<file path="src/rtl/line_fetcher.sv">
// Burst-read initiator: requests an SDRAM burst into high RAM through memory_map, then
// replays high RAM port B as a valid/ready word stream with credit-based flow control.
module line_fetcher #(
  parameter int unsigned READ_LAT  = 1,
  parameter logic [1:0]  ACC_BURST = 2'b10
) (
  input  logic        clk,
  input  logic        res,
  input  logic        start,
  input  logic [23:0] base_addr,
  input  logic [8:0]  len,
  output logic        busy,
  output logic        done,
  output logic [15:0] px_data,
  output logic        px_valid,
  input  logic        px_ready,
  output logic [31:0] mem_addr,
  output logic        mem_cs,
  output logic        mem_wr,
  output logic [1:0]  mem_acc,
  output logic [8:0]  mem_burst,
  output logic [31:0] mem_din,
  input  logic        mem_ack,
  output logic        mem_cpu_acc,
  output logic [8:0]  hr_addr,
  output logic [15:0] hr_din,
  output logic        hr_wr,
  input  logic [15:0] hr_dout
);

  localparam int unsigned Depth = READ_LAT + 1;
  localparam int unsigned PtrW  = (Depth > 1) ? $clog2(Depth) : 1;
  localparam int unsigned CntW  = $clog2(Depth + 1);

  typedef enum logic [2:0] {
    StIdle,
    StReq,
    StWait,
    StStream,
    StFin
  } state_e;

  state_e              r_state;
  logic                r_busy;
  logic                r_done;
  logic                r_mem_cs;
  logic [31:0]         r_mem_addr;
  logic [1:0]          r_mem_acc;
  logic [8:0]          r_mem_burst;
  logic [9:0]          r_rd_ptr;
  logic [8:0]          r_out_cnt;
  logic [READ_LAT-1:0] r_pipe;
  logic [15:0]         r_fifo [Depth];
  logic [PtrW-1:0]     r_wptr;
  logic [PtrW-1:0]     r_rptr;
  logic [CntW-1:0]     r_count;

  logic       w_pop;
  logic       w_push;
  logic       w_issue;
  logic       w_credit;
  logic [2:0] w_inflight;
  logic [2:0] w_used;

  always_comb begin
    w_inflight = '0;
    for (int i = 0; i < READ_LAT; i++) begin
      w_inflight = w_inflight + 3'(r_pipe[i]);
    end
  end

  // A pop in this cycle frees a slot, so it lends a credit to the same-cycle issue;
  // that keeps the stream bubble-free with only READ_LAT+1 words of buffering.
  assign w_pop    = (r_count != '0) && px_ready;
  assign w_push   = r_pipe[READ_LAT-1];
  assign w_used   = 3'(r_count) + w_inflight;
  assign w_credit = w_used < (3'(Depth) + 3'(w_pop));
  assign w_issue  = (r_state == StStream) && (r_rd_ptr <= {1'b0, r_mem_burst}) && w_credit;

  always_ff @(posedge clk or posedge res) begin
    if (res) begin
      r_state     <= StIdle;
      r_busy      <= 1'b0;
      r_done      <= 1'b0;
      r_mem_cs    <= 1'b0;
      r_mem_addr  <= '0;
      r_mem_acc   <= ACC_BURST;
      r_mem_burst <= '0;
      r_rd_ptr    <= '0;
      r_out_cnt   <= '0;
    end else begin
      unique case (r_state)
        StIdle: begin
          if (start) begin
            r_mem_addr  <= {8'h00, base_addr};
            r_mem_acc   <= ACC_BURST;
            r_mem_burst <= len;
            r_mem_cs    <= 1'b1;
            r_busy      <= 1'b1;
            r_state     <= StReq;
          end
        end
        StReq: begin
          r_mem_cs <= 1'b0;
          r_state  <= StWait;
        end
        StWait: begin
          r_rd_ptr  <= '0;
          r_out_cnt <= '0;
          if (mem_ack) begin
            r_state <= StStream;
          end
        end
        StStream: begin
          if (w_issue) begin
            r_rd_ptr <= r_rd_ptr + 10'd1;
          end
          if (w_pop) begin
            r_out_cnt <= r_out_cnt + 9'd1;
            if (r_out_cnt == r_mem_burst) begin
              r_busy  <= 1'b0;
              r_done  <= 1'b1;
              r_state <= StFin;
            end
          end
        end
        StFin: begin
          r_done  <= 1'b0;
          r_state <= StIdle;
        end
        default: begin
          r_busy   <= 1'b0;
          r_done   <= 1'b0;
          r_mem_cs <= 1'b0;
          r_state  <= StIdle;
        end
      endcase
    end
  end

  // Read-return pipeline and output FIFO.
  always_ff @(posedge clk or posedge res) begin
    if (res) begin
      r_pipe  <= '0;
      r_wptr  <= '0;
      r_rptr  <= '0;
      r_count <= '0;
      for (int i = 0; i < Depth; i++) begin
        r_fifo[i] <= '0;
      end
    end else begin
      r_pipe[0] <= w_issue;
      for (int i = 1; i < READ_LAT; i++) begin
        r_pipe[i] <= r_pipe[i-1];
      end
      if (w_push) begin
        r_fifo[r_wptr] <= hr_dout;
        r_wptr         <= (r_wptr == PtrW'(Depth - 1)) ? '0 : r_wptr + 1'b1;
      end
      if (w_pop) begin
        r_rptr <= (r_rptr == PtrW'(Depth - 1)) ? '0 : r_rptr + 1'b1;
      end
      r_count <= r_count + CntW'(w_push) - CntW'(w_pop);
    end
  end

  assign busy        = r_busy;
  assign done        = r_done;
  assign px_valid    = (r_count != '0);
  assign px_data     = r_fifo[r_rptr];
  assign mem_addr    = r_mem_addr;
  assign mem_cs      = r_mem_cs;
  assign mem_wr      = 1'b0;
  assign mem_acc     = r_mem_acc;
  assign mem_burst   = r_mem_burst;
  assign mem_din     = '0;
  assign mem_cpu_acc = 1'b0;
  assign hr_addr     = r_rd_ptr[8:0];
  assign hr_din      = '0;
  assign hr_wr       = 1'b0;

endmodule

</file>
<file path="config.mk">
export PLATFORM = sky130hd
export DESIGN_NAME = line_fetcher
export DESIGN_NICKNAME = d
export VERILOG_FILES = /design/src/rtl/line_fetcher.sv
export SDC_FILE = /design/constraint.sdc
export NUM_CORES = 1
export LEC_CHECK = 0
export CAP_MARGIN = 10
export CORE_MARGIN = 4
export CORE_UTILIZATION = 35
export CTS_CLUSTER_DIAMETER = 200
export CTS_CLUSTER_SIZE = 28
export DETAILED_ROUTE_END_ITERATION = 10
export GPL_TIMING_DRIVEN = 1
export PLACE_DENSITY_LB_ADDON = 0.15
export SKIP_LAST_GASP = 1
export SYNTH_ARGS = -nofsm -noshare
export SYNTH_HDL_FRONTEND = slang
export SYNTH_SLANG_ARGS = --single-unit
</file>
<file path="constraint.sdc">
create_clock -name clk -period 4.05 [get_ports clk]
set_input_delay 0.6075 -clock clk [delete_from_list [all_inputs] [get_ports clk]]
set_output_delay 0.6075 -clock clk [all_outputs]
set_load 0.02 [all_outputs]
</file>
---- Word-level counts from Yosys, hierarchy flattened ----
Index checks and enable logic that the tools add are counted.
cells by class
  $add $sub $neg .......................... 8
  magnitude comparators ................... 5
  eq/ne operators ......................... 10
  muxes and demuxes ....................... 25
  bitwise logic cells ..................... 5
  reduce and logical (&&, ||, !) cells .... 17
operators by type and width
  kind                                            count
  two-way mux 16 bit                              4
  bitwise mux 32 bit                              1
  one-hot mux 10 bit (2 select lines)             1
  one-hot mux 9 bit (2 select lines)              1
  demux 16 bit (select 1 bit)                     1
  two-way mux 3 bit                               4
  one-hot mux 3 bit (4 select lines)              1
  adder 10 x 1 -> 10 bit (second input constant)  1
  <= comparator 10 x 9 -> 1 bit                   1
  two-way mux 10 bit                              1
  adder 9 x 1 -> 9 bit (second input constant)    1
  == test 9 bit                                   1
  two-way mux 9 bit                               1
  OR reduction 3 bit                              3
  inequality test 2 bit (second input constant)   4
  AND reduction 2 bit                             4
  AND reduction 4 bit                             2
  two-way mux 1 bit                               7
  == test 3 x 2 -> 1 bit (second input constant)  2
  >= comparator 2 bit (second input constant)     2
  logical AND 1 bit                               4
  NOT 1 -> 2 bit                                  2
  one-hot mux 1 bit (2 select lines)              2
  nonzero test 2 bit                              2
  14 further kinds                                17
word-level totals
  register bits after elaboration ......... 95
  input bits .............................. 54
  output and inout bits ................... 123
  word-level logic and storage cells ...... 84

---- Longest topological paths before layout ----
  depth in word-level cells ............... 7
  depth in mapped cells ................... 9
  gate-level depth less buffers ........... 8

---- Least setup slack after synthesis ----
Ideal clock, no wire load.
  kind .................................... register to register
  from .................................... reg r_mem_burst[7] (netlist: mem_burst[7])
  to ...................................... reg r_rd_ptr[4]
  setup time .............................. 126 ps
  data arrival time ....................... 2355 ps
  data required time ...................... 3924 ps
  setup slack ............................. 1569 ps
  cell stages (with the launch flop) ...... 9
  buffers on the path ..................... 0
  clock period less this slack ............ 2481 ps
  cell sequence ........................... dfrtp_1 inv_1 ha_1 a21o_1 a211oi_2 mux2i_1 a2111oi_4 nor2_2 a221o_1
on the way
  cells in the longest elaborated chain, start to end .. 5
RTL lines
  element                                 RTL line  RTL
  start: declaration                      49        logic [8:0] r_mem_burst;
  start signal: assignment                97        r_mem_burst <= len;
  <= comparator 10 x 9 -> 1 bit           78        assign w_issue = (r_state == StStream) && (r_rd_ptr <= {1'b0, r_mem_burst}) && w_credit;
  logical AND 1 bit (2 in a row)          78
  inequality test 2 bit (no source line)  --
  AND reduction 2 bit (no source line)    --
  end signal: assignment                  116       r_rd_ptr <= r_rd_ptr + 10'd1;
  end: declaration                        50        logic [9:0] r_rd_ptr;
No other way between the ends.
A chain may end at the register's enable or synchronous reset.

---- Final worst setup path ----
  from .................................... reg r_rptr
  to ...................................... out px_data[5]
on the way
  cells in the longest elaborated chain, start to end .. 4
RTL lines
  element                                                RTL line  RTL
  start: declaration                                     55        logic [PtrW-1:0] r_rptr;
  start signal: assignment                               161       r_rptr <= (r_rptr == PtrW'(Depth - 1)) ? '0 : r_rptr + 1'b1;
  NOT 1 -> 2 bit (not written as such)                   170       assign px_data = r_fifo[r_rptr];
  two-way mux 16 bit (not written as such) (3 in a row)  170
  end: declaration                                       14        output logic [15:0] px_data,
No other way between the ends. The select of a mux whose other input is x is not followed.

==> flow_metrics.env <==
export IMPL_io_buffers=115
export IMPL_yosys_area_share_simple=0.140
export IMPL_grt_ovfl_total=0
export IMPL_wire_per_inst_um=14.4
export IMPL_slew_violations=0
export IMPL_cts_htree_levels=3
export IMPL_hp_class="reg -> reg"
export IMPL_synth_mux_area_fraction=0.121
export IMPL_num_antenna_cells=0
export IMPL_rows=43
export IMPL_fin_tns_setup_ns=0
export IMPL_io_pins=177
export IMPL_max_freq_mhz=355
export IMPL_cp_max_fo=17
export IMPL_p_leak_nw=2.95
export IMPL_layout_commonest_cell="clkdlybuf4s50_1"
export IMPL_outcome="finished clean"
export IMPL_core_area_mm2=0.0138
export IMPL_synth_compound_area_frac=0.0494
export IMPL_synth_area_leaders="dfrtp_1 48%, buf_4 11%, mux2_1 8.3%, nand2_1 7.4%, ha_1 3.8%"
export IMPL_period_share=0.696
export IMPL_async_flop_share=1.00
export IMPL_drv_cap=0
export IMPL_synth_edf_count=0
export IMPL_antenna_found_initial=0
export IMPL_area_delta_synth_final_pct=27.1
export IMPL_first_iter_violations=97
export IMPL_drc=0
export IMPL_routed_via_density=4.44
export IMPL_die_x_um=126
export IMPL_syn_avg_cell_area_um2=10.4
export IMPL_critPathArrivalTime_ns=2.21
export IMPL_cts_buffers=9
export IMPL_slew_headroom=0.329
export IMPL_die_area_mm2=0.0160
export IMPL_ys_ff_latch=95
export IMPL_grt_start_max_net_pins=81
export IMPL_met3_usage=0.0328
export IMPL_cp_slowest_cell="dfrtp_1"
export IMPL_die_h_um=126
export IMPL_use_met2=0.218
export IMPL_fin_crit_ns=2.82
export IMPL_cp_end_kind="primary output"
export IMPL_cts_tree="done"
export IMPL_clk_latency_ns=0.34
export IMPL_skew_ns=0.00618
export IMPL_first_pass_iters=4
export IMPL_vdd_drop_max_v=0.000246
export IMPL_instances_no_fill=763
export IMPL_yosysSeqAreaShare=0.484
export IMPL_use_met1=0.197
export IMPL_syn_area_mm2=0.00491
export IMPL_postCtsResizedCells=0
export IMPL_grt_pass1_vias=3622
export IMPL_cts_hold_buf=0
export IMPL_cp_slowest_stage_delay_ns=0.88
export IMPL_start_util=0.355
export IMPL_grt_most_used_layer="met2"
export IMPL_critical_path_buf_inv_count=1
export IMPL_synth_top_cell_area_share=0.484
export IMPL_mostFrequentLayoutCells="115 x clkdlybuf4s50_1, 97 x nand2_1, 95 x dfrtp_1"
export IMPL_worstSetupPathType="reg -> out"
export IMPL_r2r_start="r_rd_ptr[7]"
export IMPL_dpl_cell_count=747
export IMPL_synth_top_flop_cell="dfrtp_1"
export IMPL_worst_pin_slew_ns=1.01
export IMPL_setup_violations=0
export IMPL_ys_warn_count=0
export IMPL_synthAdderAreaFrac=0.0382
export IMPL_post_cts_buffers=0
export IMPL_grt_pass1_wl_mm=18.5
export IMPL_synth_top_family_by_area="simple AND/OR/NAND/NOR gates"
export IMPL_hold_viol=0
export IMPL_yosysTopAreaCell="dfrtp_1"
export IMPL_crit_chain="mux2_2, clkdlybuf4s50_1"
export IMPL_cp_start_kind="flip-flop"
export IMPL_clk_pin_slew_ns=0.07
export IMPL_drive_gt1_frac=0.0686
export IMPL_num_vias=3389
export IMPL_clock_root_buffer="clkbuf_16"
export IMPL_worstPathRequired_ns=3.44
export IMPL_pwr_density_cell_mw_per_mm2=614
export IMPL_rsz0062_at_grt="false"
export IMPL_synthesis_instances=474
export IMPL_crit_family="flip-flops"
export IMPL_cts_buffer_depth=2
export IMPL_synth_xor_area_frac=0.0357
export IMPL_ant_nets=0
export IMPL_crit_start="r_rptr"
export IMPL_routed_wl_mm=11.0
export IMPL_grt_total_usage=0.143
export IMPL_synthDistinctLibCells=40
export IMPL_clock_sinks=95
export IMPL_dp_hpwl_mm=7.98
export IMPL_worstHoldStart="mem_addr[13]"
export IMPL_gp_congestion=0.751
export IMPL_fin_util=0.451
export IMPL_fin_nets=648
## per-layer routing
metal  wire length [µm]  share of wire
met3                680          0.062
met2               5020           0.46
met1               5110           0.46
met5                  0              0
met4                204          0.019
## cell usage after synthesis (all sizes together), types with 2 or more instances
cell type,number
nand3b,2
nand2,97
nand3,8
conb,2
inv,15
o22ai,2
and3,6
nand4,3
a221o,4
nor3,4
clkbuf,14
mux2i,3
ha,15
nand2b,2
dfrtp,95
o21ai,19
nor4,2
xnor2,7
a22o,2
nor2b,3
a21o,2
and4,3
xor2,13
mux2,50
buf,71
nor2,19
## kinds of logic after synthesis
family | count (synthesis)
and+or+nand+nor | 155
buffers and inverters | 100
DFF | 95
muxes | 53
AOI/OAI and AO/OA | 34
xor gates and xnor gates | 20
adders and majority gates | 15
other | 2
## power breakdown
part           switching, mW  leakage (nW)  internal (mW)
clock network          0.351         0.138          0.424
registers              0.243          1.14           1.22
logic                  0.778          1.67          0.817
total                   1.37          2.95           2.46
## stage by stage
| stage | setup WS (ns) | hold slack (ns) | total power, mW | instance area [µm²] |
|---|---|---|---|---|
| after floorplan | 0.965 | 0.454 | 2.56 | 5130 |
| after CTS | 1.18 | 0.479 | 3.90 | 6230 |
| after global routing | 1.14 | 0.491 | 4.10 | 6240 |
| after detailed placement | 1.36 | 0.462 | 3.10 | 5960 |
| final | 1.23 | 0.472 | 3.84 | 6240 |
| after global placement | 1.39 | 0.459 | 3.06 | 5960 |
## sequential cells by signal, indices dropped and copies added, names as in the netlist
register,cells
r_out_cnt,9
r_fifo,32
r_state,3
r_pipe,1
r_rptr,1
mem_cs,1
busy,1
mem_burst,9
mem_addr,24
r_wptr,1
done,1
r_rd_ptr,10
r_count,2
## final timing paths
| path | to | slack [ns] | cells after the start |
|---|---|---|---|
| worst min-delay path | mem_addr[13] | 0.47 | 2 |
| max in group asynchronous | mem_addr[0] | 2.36 | 3 |
| min in group asynchronous | r_fifo[12] | 0.85 | 2 |
| worst max-delay path | px_data[5] | 1.23 | 2 |
| worst max register to register | r_rd_ptr[7] | 1.45 | 8 |
| worst min register to register | mem_addr[13] | 0.47 | 2 |
## tightest hold or removal path, delay by kind of cell (launching register included)
kind | cells | cell delay (ns)
flip-flops | 1 | 0.34
AND/OR/NAND/NOR | 2 | 0.10
## final cells by class
type | count | area [µm²]
clock buffers | 10 | 239
clock inverters | 5 | 25.0
flip-flops and latches | 95 | 2380
well taps | 180 | 225
inverters | 15 | 58.8
fillers | 1333 | 7580
repair buffers | 120 | 1200
multi-input cells | 338 | 2120
Note: power is estimated with default switching activity, not from simulation.
==> variant 1 (config.mk and constraints unchanged) <==
Set the parameter `READ_LAT` to 2 (it was 1). Comments in the files are not updated.
--- a/src/rtl/line_fetcher.sv
+++ b/src/rtl/line_fetcher.sv
@@ -1,7 +1,7 @@
 // Burst-read initiator: requests an SDRAM burst into high RAM through memory_map, then
 // replays high RAM port B as a valid/ready word stream with credit-based flow control.
 module line_fetcher #(
-  parameter int unsigned READ_LAT  = 1,
+  parameter int unsigned READ_LAT  = 2,
   parameter logic [1:0]  ACC_BURST = 2'b10
 ) (
   input  logic        clk,
Behaviour: not the same (Yosys sat finds a counterexample within 10 cycles, from zero or initial values).
==> variant 1 against the unedited design <==
- non-clock buffer count up 2
- count of clock-buffer cells in the layout up 10
- worst setup slack worse by 0.31 ns
- worst hold slack worse by 0.049 ns
- design area up 21%
- area after synthesis up 19%
- via count up 17%
- cell count up 14%
- power up 40%
- critical path depth up 3
- sequential cell count up 19
- wire length up 21%
- largest cell class unchanged
- highest routed layer unchanged
==> variant 1: results (changes against the unedited design) <==
| Metric | Value |
|---|---|
| Via density | 4.56 (was 4.44) |
| Sw Pwr | 1.83 mW (was 1.37 mW) |
| Seq/total area | 37.6% (was 38.1%) |
| Non-clock buffer share of cell area | 15.9% (was 19.2%) |
| Synthesized instance count | 522 (was 474) |
| Comb_multi_in | 358 (was 338) |
| Total global routing track utilization | 14.2% (was 14.3%) |
| Via count | 3,966 (was 3,389) |
| Layout clock buffers | 20 (was 10) |
| Slew @ Worst Pin | 1.03 ns (was 1.01 ns) |
| R2R cell count | 7 (was 8) |
| Status | finished, final reports clean (unchanged) |
| Sequential area share after synthesis | 48.7% (was 48.4%) |
| Placed instance count | 837 (was 747) |
| Family with the most delay on the worst path | buffers and inverters (was flip-flops) |
| DR iter-0 viols | 131 (was 97) |
| Hold path depth | 0 (was 2) |
| Unique masters post-synth | 41 (was 40) |
| Placed cell areas | 6960 um2 (was 5960 um2) |
| Worst EP arrival | 2.53 ns (was 2.21 ns) |
| Syn_area_per_cell | 11.2 um2 (was 10.4 um2) |
| Largest net degree at the start of global routing | 71 (was 81) |
| Hold path startpoint | r_pipe[0]$_DFF_PP0_ (was mem_addr[13]$_DFFE_PP0P_) |
| Inverter count | 23 (was 15) |
| Gpl congestion | 0.779 (was 0.751) |
| Num CTS Buffers | 17 (was 9) |
| Synth Area in Adders | 3.76% (was 3.82%) |
| Multi-input combinational area share | 33.5% (was 34.0%) |
| CP Launch Point | r_rptr[0]$_DFFE_PP0P_ (was r_rptr$_DFFE_PP0P_) |
| Worst setup path endpoint | px_data[6] (was px_data[5]) |
| Place WS | 1.12 ns (was 1.36 ns) |
| Final nets | 707 (was 648) |
| Hold EP | r_pipe[1]$_DFF_PP0_ (was mem_addr[13]$_DFFE_PP0P_) |
| Max VDD drop | 0.000338 V (was 0.000246 V) |
| Signal buffers | 122 (was 120) |
| First-pass GRT wire length | 20.9 mm (was 18.5 mm) |
| Max reg flops | 48 (was 32) |
| Final WS setup | 0.917 ns (was 1.23 ns) |
| Post-Synth XOR/XNOR Area | 3.89% (was 3.57%) |
| Commonest cells in the synthesized netlist | dfrtp_1 (114), mux2_2 (73), buf_4 (70) (was nand2_1 (97), dfrtp_1 (95), buf_4 (71)) |
| Hold WS | 0.424 ns (was 0.472 ns) |
| Detail Placement HPWL | 9.62 mm (was 7.98 mm) |
| Compound-Gate Fraction of Synth Area | 5.36% (was 4.94%) |
| CP max FO | 19 (was 17) |
| R2r startpoint | r_pipe[1]$_DFF_PP0_ (was r_rd_ptr[7]$_DFFE_PP0P_) |
| Final instance area | 7580 um2 (was 6240 um2) |
## variant 1: changes by cell type after synthesis, sizes merged, moves of 7 or more
| cell | unedited run | this run |
|---|---|---|
| a21oi | 1 | 8 |
| buf | 71 | 78 |
| dfrtp | 95 | 114 |
| inv | 15 | 23 |
| mux2 | 50 | 73 |
| mux2i | 3 | 25 |
| nand2 | 97 | 54 |
| o21ai | 19 | 32 |
| xnor2 | 7 | 19 |
## variant 1: per-layer routing
metal / routed length [um] / vias to the layer above / track usage (%) / share of wire (%)
li1: - / 1872 / - / -
met1: 5680 / 1973 / 17.7 / 43
met2: 6790 / 105 / 23.6 / 51
met3: 637 / 16 / 4.38 / 4.8
met4: 174 / 0 / 4.55 / 1.3
met5: 0 / - / 0 / 0
## variant 1: power by group through the flow
stage               clock network [mW]  registers [mW]  logic, mW
floorplan                            0            1.71       1.55
global placement                     0            1.80       2.00
detailed placement                   0            1.83       2.05
CTS                               1.59            1.81       2.05
global route                      1.65            1.86       2.22
finish                            1.55            1.81       2.02
